--- config.mk ---
export PLATFORM = sky130hd
export DESIGN_NAME = bcd_key_counter_flat
export DESIGN_NICKNAME = d
export VERILOG_FILES = /design/src/rtl/bcd_key_counter_pkg.sv /design/src/rtl/bcd_key_counter_if.sv /design/src/rtl/bcd_key_counter_key_debounce.sv /design/src/rtl/bcd_key_counter.sv /design/src/flat_wrapper.sv
export SDC_FILE = /design/constraint.sdc
export NUM_CORES = 1
export LEC_CHECK = 0
export ABC_AREA = 1
export BUFFER_PORTS_ARGS = -buffer_cell sky130_fd_sc_hd__buf_2
export CAP_MARGIN = 20
export CORE_UTILIZATION = 50
export CTS_CLUSTER_SIZE = 14
export DETAILED_ROUTE_END_ITERATION = 8
export PLACE_DENSITY = 0.68
export SLEW_MARGIN = 20
export SYNTH_ARGS = -nofsm -noshare
export SYNTH_HDL_FRONTEND = slang
export SYNTH_HIERARCHICAL = 1
export SYNTH_SLANG_ARGS = --single-unit
--- constraint.sdc ---
create_clock -name CLOCK_50 -period 2.2 [get_ports CLOCK_50]
set_input_delay 0.66 -clock CLOCK_50 [delete_from_list [all_inputs] [get_ports CLOCK_50]]
set_output_delay 0.66 -clock CLOCK_50 [all_outputs]
set_load 0.05 [all_outputs]
--- src/rtl/bcd_key_counter_pkg.sv ---
// Shared constants for the BCD key counter: segment codes, key indices,
// the resolved-operation enum and the 7-segment encoder.
package bcd_key_counter_pkg;

  // Active-low segment patterns, bit order {g,f,e,d,c,b,a}
  localparam logic [6:0] SEG_0     = 7'b1000000;
  localparam logic [6:0] SEG_1     = 7'b1111001;
  localparam logic [6:0] SEG_2     = 7'b0100100;
  localparam logic [6:0] SEG_3     = 7'b0110000;
  localparam logic [6:0] SEG_4     = 7'b0011001;
  localparam logic [6:0] SEG_5     = 7'b0010010;
  localparam logic [6:0] SEG_6     = 7'b0000010;
  localparam logic [6:0] SEG_7     = 7'b1111000;
  localparam logic [6:0] SEG_8     = 7'b0000000;
  localparam logic [6:0] SEG_9     = 7'b0010000;
  localparam logic [6:0] SEG_E     = 7'b0000110;
  localparam logic [6:0] SEG_BLANK = 7'b1111111;

  // Pushbutton assignment on KEY[3:0]
  localparam int unsigned KEY_INC  = 0;
  localparam int unsigned KEY_DEC  = 1;
  localparam int unsigned KEY_LOAD = 2;
  localparam int unsigned KEY_CLR  = 3;

  typedef enum logic [2:0] {
    OP_NONE,
    OP_CLR,
    OP_LOAD,
    OP_INC,
    OP_DEC
  } op_t;

  function automatic logic [6:0] seg_encode(input logic [3:0] d);
    case (d)
      4'd0:    return SEG_0;
      4'd1:    return SEG_1;
      4'd2:    return SEG_2;
      4'd3:    return SEG_3;
      4'd4:    return SEG_4;
      4'd5:    return SEG_5;
      4'd6:    return SEG_6;
      4'd7:    return SEG_7;
      4'd8:    return SEG_8;
      4'd9:    return SEG_9;
      default: return SEG_E;
    endcase
  endfunction

endpackage

--- src/rtl/bcd_key_counter_if.sv ---
// Board-side bundle of the BCD key counter: switches, keys and display outputs.
interface bcd_key_counter_if #(
  parameter int unsigned DIGITS = 4
);
  logic [9:0]          SW;
  logic [3:0]          KEY;
  logic [7*DIGITS-1:0] HEX;
  logic [4*DIGITS-1:0] BCD;
  logic                WRAP;

  modport master (output SW, KEY, input HEX, BCD, WRAP);
  modport slave  (input SW, KEY, output HEX, BCD, WRAP);
endinterface

--- src/rtl/bcd_key_counter_key_debounce.sv ---
// One pushbutton: 2-FF synchroniser, level debouncer and press pulse.
module key_debounce #(
  parameter int unsigned DEB_CYCLES = 500000
) (
  input  logic clk,
  input  logic rst,
  input  logic key,
  output logic press
);
  localparam int unsigned CW = $clog2(DEB_CYCLES);
  localparam logic [CW-1:0] CNT_MAX = CW'(DEB_CYCLES - 1);

  logic          key_meta;
  logic          key_sync;
  logic          stable;
  logic [CW-1:0] cnt;

  // Synchronise, qualify the new level for DEB_CYCLES clocks, pulse on 1->0
  always_ff @(posedge clk) begin
    if (rst) begin
      key_meta <= 1'b1;
      key_sync <= 1'b1;
      stable   <= 1'b1;
      cnt      <= '0;
      press    <= 1'b0;
    end else begin
      key_meta <= key;
      key_sync <= key_meta;
      press    <= 1'b0;
      if (key_sync == stable) begin
        cnt <= '0;
      end else if (cnt == CNT_MAX) begin
        stable <= key_sync;
        cnt    <= '0;
        press  <= stable;
      end else begin
        cnt <= cnt + 1'b1;
      end
    end
  end

endmodule

--- src/rtl/bcd_key_counter.sv ---
// Multi-digit BCD up/down counter driven by debounced pushbuttons,
// with registered 7-segment outputs.
module bcd_key_counter
  import bcd_key_counter_pkg::*;
#(
  parameter int unsigned DIGITS     = 4,
  parameter int unsigned DEB_CYCLES = 500000,
  parameter int unsigned SAT_MODE   = 0,
  parameter int unsigned BLANK_LZ   = 0
) (
  input logic               CLOCK_50,
  input logic               RESET,
  bcd_key_counter_if.slave  bus
);

  logic [3:0]          press;
  logic [9:0]          sw_meta;
  logic [9:0]          sw_sync;
  logic [2:0]          sw_idx;
  logic [3:0]          sw_clamp;
  logic                sw_unused;
  op_t                 op;
  logic [4*DIGITS-1:0] bcd;
  logic [4*DIGITS-1:0] inc_val;
  logic [4*DIGITS-1:0] dec_val;
  logic [4*DIGITS-1:0] load_val;
  logic                all9;
  logic                all0;
  logic                carry;
  logic                borrow;
  logic [3:0]          dig;
  logic [7*DIGITS-1:0] hex;
  logic [7*DIGITS-1:0] hex_next;
  logic                seen_nz;
  logic [3:0]          hdig;
  int unsigned         hpos;
  logic                wrap;

  for (genvar k = 0; k < 4; k++) begin : g_key
    key_debounce #(.DEB_CYCLES(DEB_CYCLES)) u_deb (
      .clk   (CLOCK_50),
      .rst   (RESET),
      .key   (bus.KEY[k]),
      .press (press[k])
    );
  end

  // Switches are quasi-static but still asynchronous, so bring them across too
  always_ff @(posedge CLOCK_50) begin
    if (RESET) begin
      sw_meta <= '0;
      sw_sync <= '0;
    end else begin
      sw_meta <= bus.SW;
      sw_sync <= sw_meta;
    end
  end

  assign sw_idx    = sw_sync[9:7];
  assign sw_clamp  = (sw_sync[3:0] > 4'd9) ? 4'd9 : sw_sync[3:0];
  assign sw_unused = ^sw_sync[6:4];

  // Priority resolution of same-cycle press events
  always_comb begin
    op = OP_NONE;
    if      (press[KEY_CLR])  op = OP_CLR;
    else if (press[KEY_LOAD]) op = OP_LOAD;
    else if (press[KEY_INC])  op = OP_INC;
    else if (press[KEY_DEC])  op = OP_DEC;
  end

  // Candidate next counts: full carry/borrow ripple plus limit detection
  always_comb begin
    inc_val = bcd;
    dec_val = bcd;
    carry   = 1'b1;
    borrow  = 1'b1;
    all9    = 1'b1;
    all0    = 1'b1;
    dig     = '0;
    for (int unsigned i = 0; i < DIGITS; i++) begin
      dig = bcd[4*i +: 4];
      if (dig != 4'd9) all9 = 1'b0;
      if (dig != 4'd0) all0 = 1'b0;
      if (carry) begin
        if (dig >= 4'd9) begin
          inc_val[4*i +: 4] = 4'd0;
        end else begin
          inc_val[4*i +: 4] = dig + 4'd1;
          carry = 1'b0;
        end
      end
      if (borrow) begin
        if (dig == 4'd0) begin
          dec_val[4*i +: 4] = 4'd9;
        end else begin
          dec_val[4*i +: 4] = dig - 4'd1;
          borrow = 1'b0;
        end
      end
    end
  end

  // Load replaces one digit; an index beyond the display leaves the count alone
  always_comb begin
    load_val = bcd;
    for (int unsigned i = 0; i < DIGITS; i++) begin
      if (sw_idx == 3'(i)) load_val[4*i +: 4] = sw_clamp;
    end
  end

  // Segment image of the current count, scanned from the top digit down
  always_comb begin
    hex_next = '0;
    seen_nz  = 1'b0;
    hdig     = '0;
    hpos     = 0;
    for (int unsigned j = 0; j < DIGITS; j++) begin
      hpos = DIGITS - 1 - j;
      hdig = bcd[4*hpos +: 4];
      if (hdig != 4'd0) seen_nz = 1'b1;
      if (BLANK_LZ != 0 && !seen_nz && hpos != 0)
        hex_next[7*hpos +: 7] = SEG_BLANK;
      else
        hex_next[7*hpos +: 7] = seg_encode(hdig);
    end
  end

  // Count register, wrap pulse and display register
  always_ff @(posedge CLOCK_50) begin
    if (RESET) begin
      bcd  <= '0;
      wrap <= 1'b0;
      for (int unsigned i = 0; i < DIGITS; i++)
        hex[7*i +: 7] <= (BLANK_LZ != 0 && i != 0) ? SEG_BLANK : SEG_0;
    end else begin
      wrap <= 1'b0;
      hex  <= hex_next;
      case (op)
        OP_CLR:  bcd <= '0;
        OP_LOAD: bcd <= load_val;
        OP_INC: begin
          if (all9 && SAT_MODE != 0) begin
            wrap <= 1'b1;
          end else begin
            bcd  <= inc_val;
            wrap <= all9;
          end
        end
        OP_DEC: begin
          if (all0 && SAT_MODE != 0) begin
            wrap <= 1'b1;
          end else begin
            bcd  <= dec_val;
            wrap <= all0;
          end
        end
        default: ;
      endcase
    end
  end

  assign bus.BCD  = bcd;
  assign bus.HEX  = hex;
  assign bus.WRAP = wrap;

endmodule

--- src/flat_wrapper.sv ---
// flat-port wrapper written by rule: the top's interface ports become plain ports
module bcd_key_counter_flat import bcd_key_counter_pkg::*;
#(
  parameter int unsigned DIGITS     = 4,
  parameter int unsigned DEB_CYCLES = 500000,
  parameter int unsigned SAT_MODE   = 0,
  parameter int unsigned BLANK_LZ   = 0
)
  (CLOCK_50, RESET, bus_SW, bus_KEY, bus_HEX, bus_BCD, bus_WRAP);
  bcd_key_counter_if #(.DIGITS(DIGITS)) bus_i ();
  input logic CLOCK_50;
  input logic RESET;
  input wire logic [$bits(bus_i.SW)-1:0] bus_SW;
  input wire logic [$bits(bus_i.KEY)-1:0] bus_KEY;
  output wire logic [$bits(bus_i.HEX)-1:0] bus_HEX;
  output wire logic [$bits(bus_i.BCD)-1:0] bus_BCD;
  output wire logic [$bits(bus_i.WRAP)-1:0] bus_WRAP;
  assign bus_i.SW = bus_SW;
  assign bus_i.KEY = bus_KEY;
  assign bus_HEX = bus_i.HEX;
  assign bus_BCD = bus_i.BCD;
  assign bus_WRAP = bus_i.WRAP;
  bcd_key_counter #(.DIGITS(DIGITS), .DEB_CYCLES(DEB_CYCLES), .SAT_MODE(SAT_MODE), .BLANK_LZ(BLANK_LZ)) u_core (.CLOCK_50(CLOCK_50), .RESET(RESET), .bus(bus_i));
endmodule
# == Word level (Yosys, flattened, before mapping) ==
# Memory sizes are Yosys's and may differ from the RTL's. A register that Yosys moved wholly into a read port is not among the register bits.
# Cells that the tools add are included.
# op_classes
add_sub_neg,12
multipliers,0
div,0
order_cmp,5
n_eq_ne,29
shift,0
muxes,43
n_bitwise,8
reduce_logical,26
# ops
op,n
$add 19x1->19 const B,4
$eq 19x19->1 const B,4
$mux 4,19
$pmux 16 s4,1
$reduce_or 3->1,8
$ne 2x1->1 const B,10
$reduce_bool 4->1,5
$mux 1,18
$add 4x1->4 const B,4
$ge 4x4->1 const B,4
$logic_not 4->1,4
$ne 4x4->1 const B,4
$sub 4x1->4 const B,4
$eq 3x2->1 const B,4
$mux 3,4
$reduce_and 4->1,3
$reduce_and 2->1,5
$not 1->1,8
$eq 3x1->1 const B,2
$eq 1x1->1,4
$gt 4x4->1 const B,1
$eq 3x3->1 const B,1
$logic_not 3->1,1
$pmux 1 s2,1
# word_totals
reg_bits,129
latch_bits,0
mem_bits_rw,0
rom_bits,448
in_bits,16
elab_cells,154
memories,4
# memory_table
memory,words,word_bits,rd,rd_ports_with_merged_regs,wr,line,rtl
(no name shown),16,7,1,1,0,bcd_key_counter_pkg.sv:34,case (d)
(no name shown),16,7,1,1,0,bcd_key_counter_pkg.sv:34,
(no name shown),16,7,1,1,0,bcd_key_counter_pkg.sv:34,
(no name shown),16,7,1,1,0,bcd_key_counter_pkg.sv:34,

# == Depth between registers and ports, before layout ==
# Gate-level depths: netlist (run 1).
# logic_depth
ltp_word,7
mapped_depth,12
ltp_nobuf,12

# == By module ==
# Netlist (run 1), hierarchy kept.
# by_module_without_submodules
module,n_inst,cells_each,area_each_um2,seq_area_each_um2
key_debounce,4,163,1213.7,460.4
bcd_key_counter,1,440,3034.2,1181.1

# == Worst setup path before layout (run 1) ==
# Ideal clock, no wire load.
# synth_timing
path_kind,reg-to-reg
start,register u_core.bcd[0] (netlist: u_core/bus.BCD[0])
end,register u_core.bcd[14] (netlist: u_core/bus.BCD[14])
t_arrival_ns,1.868
slack_ns,0.205
path_stages_with_launch,13
path_buffers,0
period_less_slack_ns,1.995
path_cell_list,dfxtp_1 > inv_1 > ha_1 > inv_1 > o21ai_1 > nand2_1 > nand2_2 > nand2_4 > nand2_1 > nor2_4 > nand2_1 > nand2_1 > nor2_1
# synth_via
elab_chain_cells,6
elab_cells_between_ends,11
classes_between,order compare: 1; eq/ne: 2; mux: 6; reduce/logical: 2
# synth_rtl
item,line,rtl
from (decl),bcd_key_counter.sv:23,logic [4*DIGITS-1:0] bcd;
from (signal assigned),bcd_key_counter.sv:141,OP_LOAD: bcd <= load_val;
from (signal assigned),bcd_key_counter.sv:146,bcd <= inc_val;
from (signal assigned),bcd_key_counter.sv:154,bcd <= dec_val;
$ge 4x4->1 / $logic_not 4->1 (equally long branches),"bcd_key_counter.sv:86, bcd_key_counter.sv:94",
$mux 1 (on tied branches),"bcd_key_counter.sv:86, bcd_key_counter.sv:94",
$mux 1 (on tied branches) (2 in series),"bcd_key_counter.sv:85, bcd_key_counter.sv:93",
$ne 2x1->1 (no line),--,
$reduce_and 4->1 (no line) (*),--,
# Every way passes the cells marked *; elsewhere a longest branch is shown, timed or not.
# A chain may end at the register's enable or synchronous reset.

# == Worst setup path after layout (run 1) ==
# layout_timing
start,register u_core.bcd[2] (netlist: u_core/bus.BCD[2])
end,output bus_BCD[2]
# layout_rtl
item,line,rtl
to (decl),flat_wrapper.sv:16,output wire logic [$bits(bus_i.BCD)-1:0] bus_BCD;
# No word-level cell between the ends.

==> flow_summary.toml, run 1 <==
[floorplanning]
fp.dieW_um = 127.6
ioPinCount = 61
start_util_pct = 51.51
num_rows = 45
die_area_um2 = 16280
core_area_um2 = 15310
die-height_um = 127.6

[layout]
final_nets = 1198
fin_util_pct = 59.05
antennaDiodeCount = 0
syn2layout_area_growth_pct = 14.64
drive_gt1_share_pct = 17.46
stdcell_area_um2 = 9044

[routing]
drc = 0
wl_per_cell_um = 10.85
met1_length_um = 7461
met2_wirelength_um = 6814
top_layer_used = "met4"
drt-total-wl_um = 15030
dr.first_iter.drc_count = 305
vias_per_cell = 4.672
vias = 6471
postRouteAntennaNets = 0
route.met3.wl_um = 474
drt_pass1_iterations = 5

[status]
status = "completed"

[timing]
worst_slack_ps = 167.0
slew_headroom_pct = 55.43
worst_pin_slew_ps = 661.6
rsz0062_at_grt = "false"
fmax_mhz = 491.9
timing.final.crit_share_pct = 92.41
slew_viol_final = 0
setup_tns_ps = 0
finClkSkew_ps = 5.487
setup_viol = 0
hold_viol = 0
min_period_ps = 2033

[placed_design]
dpl.hpwl_um = 10960
postPlaceCellArea_um2 = 8374
portBuffers = 57
place_congestion = 0.8681
dp_slack_ps = 394.8

[power]
leakage_nw = 3.571
vdd_ir_drop_max_v = 0.0006177
p_per_area_nw_per_um2 = 678.7
p_total_mw = 6.138

[setup_path]
slowest_stage = "dfxtp_1"
path_max_fanout = 15
cp.arrival_ps = 1370
cp.required_ps = 1540
cp_num_buf_inv = 1
critPathMaxStageDelay_ps = 600
worstSetupPathType = "flop to output pin"
cp-start-kind = "flop"
cp_cell_sequence = "buf_2"
crit_family = "flip-flops"
endpoint_kind = "output pin"

[yosys]
ys_top_cells_by_count = "nand2_1, nor2_1, dfxtp_1"
synthDistinctLibCells = 30
seq_area_frac_synth_pct = 38.32
synth_top_area_share_pct = 38.32
yosysTopAreaCell = "dfxtp_1"
syn_inst = 1092
synth.most_common_cell = "nand2_1"
syn_area_per_cell_um2 = 7.224
yosys-top-cells-area = "dfxtp_1, nand2_1, nor2_1, nor2_4, inv_1"
yosysWarnings = 6
async_flop_share_pct = 0
syn_nets = 1129
ys_ff_latch = 151
synth-edff-count = 0
netlist_area_um2 = 7889
synth_flop_cell = "dfxtp_1"

[cts]
post_cts_buffers = 0
cts_buffer_depth = 2
clkSinkCount = 151
cts_root_buf = "clkbuf_16"
cts_tree = "built"
hold_buffers = 0
clk_pin_slew_ps = 60
cts_resized = 0
cts.htree.levels = 4
cts_buffers = 17
clock_latency_ps = 420

[global_route]
grt_pass1_wl_um = 26030
grt_pass1_vias = 5854
grt_usage_pct = 19.86
grt-ovfl-total = 0
grt_max_degree = 23
antenna_found_initial = 0

[hold_path]
hold_class = "flop to flop"

[job]
maxCapViolCount = 0
-- sequential cells by signal, indices dropped and copies added (netlist names) --
register,flops
u_core/g_key.u_deb/cnt,76
u_core/bus.HEX,28
u_core/bus.BCD,16
u_core/sw_meta,7
u_core/sw_sync,7
u_core/g_key.u_deb/key_meta,4
u_core/g_key.u_deb/key_sync,4
u_core/g_key.u_deb/press,4
u_core/g_key.u_deb/stable,4
u_core/bus.WRAP,1
-- cell families after synthesis --
logic type	count (synthesis)	share of synthesized area (%)
AO/OA/AOI/OAI	95	6.344
XOR/XNOR	52	5.773
adder cells (fa/ha/maj)	21	3.331
buffers and inverters	167	9.167
flip-flops	151	38.32
AND/OR/NAND/NOR	606	37.07
-- cell type report --
type | count | area (um^2)
flip-flops and latches | 151 | 3023
inverters | 151 | 591.8
clock inverters | 11 | 219.0
repair buffers | 66 | 352.8
fillers | 1490 | 6271
clock buffers | 21 | 450.4
multi-input cells | 774 | 4143
well taps | 211 | 264.0
-- power breakdown --
part / switching (mW) / internal (mW)
combinational: 0.0698 / 0.0322
clock: 1.11 / 2.16
sequential: 0.0114 / 2.76
-- stage by stage --
step | std cells | hold slack [ps]
finish | 1385 | 400.3
global route | 1385 | 412.1
CTS | 1385 | 405.4
detailed placement | 1353 | 395.6
global placement | 1353 | 393.6
floorplan | 1092 | 388.3
-- per-layer routing --
layer / vias to the layer above / track usage [%]
li1: 3504 / -
met1: 2844 / 25.83
met2: 101 / 32.27
met3: 22 / 3.978
met4: 0 / 8.097
met5: - / 0
-- final timing paths --
path / cells after the start / slack [ps] / startpoint / end
max: 1 / 170 / u_core/bus.BCD[2]$_SDFFE_PP0P_ / bus_BCD[2]
min: 2 / 400 / u_core/sw_meta[2]$_SDFF_PP0_ / u_core/sw_sync[2]$_SDFF_PP0_
max reg2reg: 11 / 350 / u_core/bus.BCD[4]$_SDFFE_PP0P_ / u_core/bus.BCD[14]$_SDFFE_PP0P_
min reg2reg: 2 / 400 / u_core/sw_meta[2]$_SDFF_PP0_ / u_core/sw_sync[2]$_SDFF_PP0_
-- layout by cell type, fill, tap and decap left out, types with 3 or more instances in the layout --
cell / instances
a21oi_1: 46
nor2_4: 51
inv_1: 137
xor2_1: 44
nand3_2: 8
clkbuf_1: 3
inv_6: 5
nor2_2: 15
clkbuf_16: 17
or2_2: 11
dfxtp_1: 151
o21ai_2: 4
nor2_1: 163
ha_1: 21
buf_4: 9
inv_2: 6
nand3_1: 74
bufinv_16: 6
nand4_1: 9
xnor2_1: 8
buf_2: 57
nand2_2: 3
o21ai_0: 39
nand2_1: 265
clkinv_2: 5
Power figures use the tool's default switching activity.
==> inputs of run 2 (changes only) <==
ABC_AREA = default   (was 1)
CTS_CLUSTER_SIZE = default   (was 14)
PLACE_DENSITY = 0.69   (was 0.68)
==> flow_summary.toml, run 2 <==
[status]
status = "completed"

[cts]
clock_latency_ps = 420
cts_buffers = 17
cts_tree = "built"
cts.htree.levels = 4
post_cts_buffers = 0
cts_root_buf = "clkbuf_16"
cts_buffer_depth = 2
hold_buffers = 0
clk_pin_slew_ps = 60
cts_resized = 0
clkSinkCount = 151

[routing]
vias = 6101
wl_per_cell_um = 14.26
drt_pass1_iterations = 5
postRouteAntennaNets = 0
dr.first_iter.drc_count = 507
drt-total-wl_um = 15530
drc = 0
vias_per_cell = 5.602

[layout]
fillers = 1198
final_nets = 933
top_register = "u_core/g_key.u_deb/cnt"
drive_gt1_share_pct = 19.58
final_cell_mix = "dfxtp_1, nor2_1, buf_2, a21oi_1, xnor2_1"
antennaDiodeCount = 0
largest_reg_flops = 76
syn2layout_area_growth_pct = 18.39
final_cells = 1089
layout_commonest_cell = "dfxtp_1"

[setup_path]
slowest_stage = "or3b_2"
cp.required_ps = 2500
crit_family = "simple AND/OR/NAND/NOR gates"
path_max_fanout = 7
critPathMaxStageDelay_ps = 510
cp_num_buf_inv = 1
timing.rr.start = "u_core/bus.BCD[4]$_SDFFE_PP0P_"
crit_cells = 6
startpoint = "u_core/bus.BCD[4]$_SDFFE_PP0P_"
cp-start-kind = "flop"
rr_worst_depth = 6
endpoint_kind = "flop"
cp.arrival_ps = 2400
worstSetupPathType = "flop to flop"
cp_cell_sequence = "inv_1, ha_2, or3b_2, o21ai_0, o221a_2, mux2_1"

[yosys]
synth_flop_cell = "dfxtp_1"
syn_nets = 848
syn_area_per_cell_um2 = 8.799
ys_ff_latch = 151
yosysWarnings = 6
synth-edff-count = 0
synthDistinctLibCells = 59
yosysTopAreaCell = "dfxtp_1"
syn_inst = 811
synth_top_area_share_pct = 42.36
async_flop_share_pct = 0
ys_top_cells_by_count = "dfxtp_1, nor2_1, a21oi_1"
netlist_area_um2 = 7136
yosys-top-cells-area = "dfxtp_1, nor2_1, xnor2_1, ha_1, a21oi_1"
synth.most_common_cell = "dfxtp_1"
seq_area_frac_synth_pct = 42.36

[placed_design]
dp_slack_ps = 84.13
portBuffers = 57
place_congestion = 0.8897
dpl.hpwl_um = 10900
numPlacedInstances = 1057

[floorplanning]
start_util_pct = 51.41
fp.dieW_um = 121.5
num_rows = 43
die-height_um = 121.5
die_area_um2 = 14750
ioPinCount = 61
core_area_um2 = 13880

[job]
maxCapViolCount = 0

[global_route]
grt_pass1_wl_um = 26230
grt_max_degree = 69
antenna_found_initial = 0
grt_usage_pct = 22.10
grt_pass1_vias = 5666
grt-ovfl-total = 0

[hold_path]
hold_class = "flop to flop"
hp-start = "u_core/g_key[0].u_deb/key_meta$_SDFF_PP1_"
min_path_cells = 1

[timing]
min_period_ps = 2099
finClkSkew_ps = 4.512
slew_headroom_pct = 48.66
hold-worst-slack_ps = 405.7
slew_viol_final = 0
worst_pin_slew_ps = 762.1
rsz0062_at_grt = "false"
timing.final.crit_share_pct = 95.39
hold_viol = 0
setup_viol = 0
worst_slack_ps = 101.5
fmax_mhz = 476.5

[power]
p_total_mw = 5.735
vdd_ir_drop_max_v = 0.0003975
leakage_nw = 2.988
p_per_area_nw_per_um2 = 678.9
run 2: cell types whose count changed in the layout (fill, tap and decap cells not counted), sizes merged, moves of 12 or more:
| cell | delta |
|---|---|
| or3b | +12 |
| buf | +33 |
| nand4 | +21 |
| nor2b | +20 |
| inv | -123 |
| nand2 | -235 |
| or4 | +14 |
| xor2 | -27 |
| xnor2 | +39 |
| nor4 | +17 |
| nand3 | -50 |
| nor3 | +24 |
| nor2 | -114 |
run 2: worst paths after layout:
check                                                    to  slack [ps]
hold reg to reg   u_core/g_key[0].u_deb/key_sync$_SDFF_PP1_         410
setup reg to reg            u_core/bus.BCD[10]$_SDFFE_PP0P_         100
hold / removal    u_core/g_key[0].u_deb/key_sync$_SDFF_PP1_         410
setup / recovery            u_core/bus.BCD[10]$_SDFFE_PP0P_         100
run 2: per-layer routing:
layer | vias to the layer above | GRT usage (%) | share of wire (%)
li1 | 3070 | - | -
met1 | 2874 | 28.65 | 48
met2 | 139 | 35.76 | 47
met3 | 18 | 4.605 | 3.9
met4 | 0 | 8.642 | 1.4
met5 | - | 0 | 0
run 2: cell type report:
cell class	count	area, um^2	area share [%]
multi-input cells	603	3866	45.76
flip-flops and latches	151	3035	35.93
repair buffers	99	638.1	7.553
clock buffers	21	470.5	5.569
well taps	180	225.2	2.666
clock inverters	11	122.6	1.451
inverters	24	90.09	1.066
run 2: logic make-up after synthesis:
logic type | after synthesis | share of synthesized area (%)
xor+xnor | 64 | 7.855
mux | 11 | 1.561
compound gates | 145 | 13.08
fa+ha+maj | 21 | 3.682
simple gates | 362 | 27.67
buf+inv | 57 | 3.787
flops | 151 | 42.36
run 2: per-stage QoR:
stage	TNS (ps)	cell area [um^2]	util, %
6_report	0	8448	60.86
5_1_grt	0	8448	60.86
4_1_cts	0	8427	60.71
3_5_place_dp	0	7834	56.44
3_3_place_gp	0	7834	56.44
2_1_floorplan	-36.07	7161	-
run 2: worst register-to-register path, delay by kind of cell, from the launching register on:
kind | cells | cell delay [ps]
AOI/OAI and AO/OA | 2 | 510
adders and majority gates | 1 | 190
DFF | 1 | 350
buffers and inverters | 1 | 80
muxes | 1 | 340
and+or+nand+nor | 1 | 510
run 2: power by group:
group	internal (mW)	switching, mW	total, mW
Clock	1.76	1.12	2.88
Sequential	2.75	0.0103	2.76
Combinational	0.0389	0.0498	0.0888
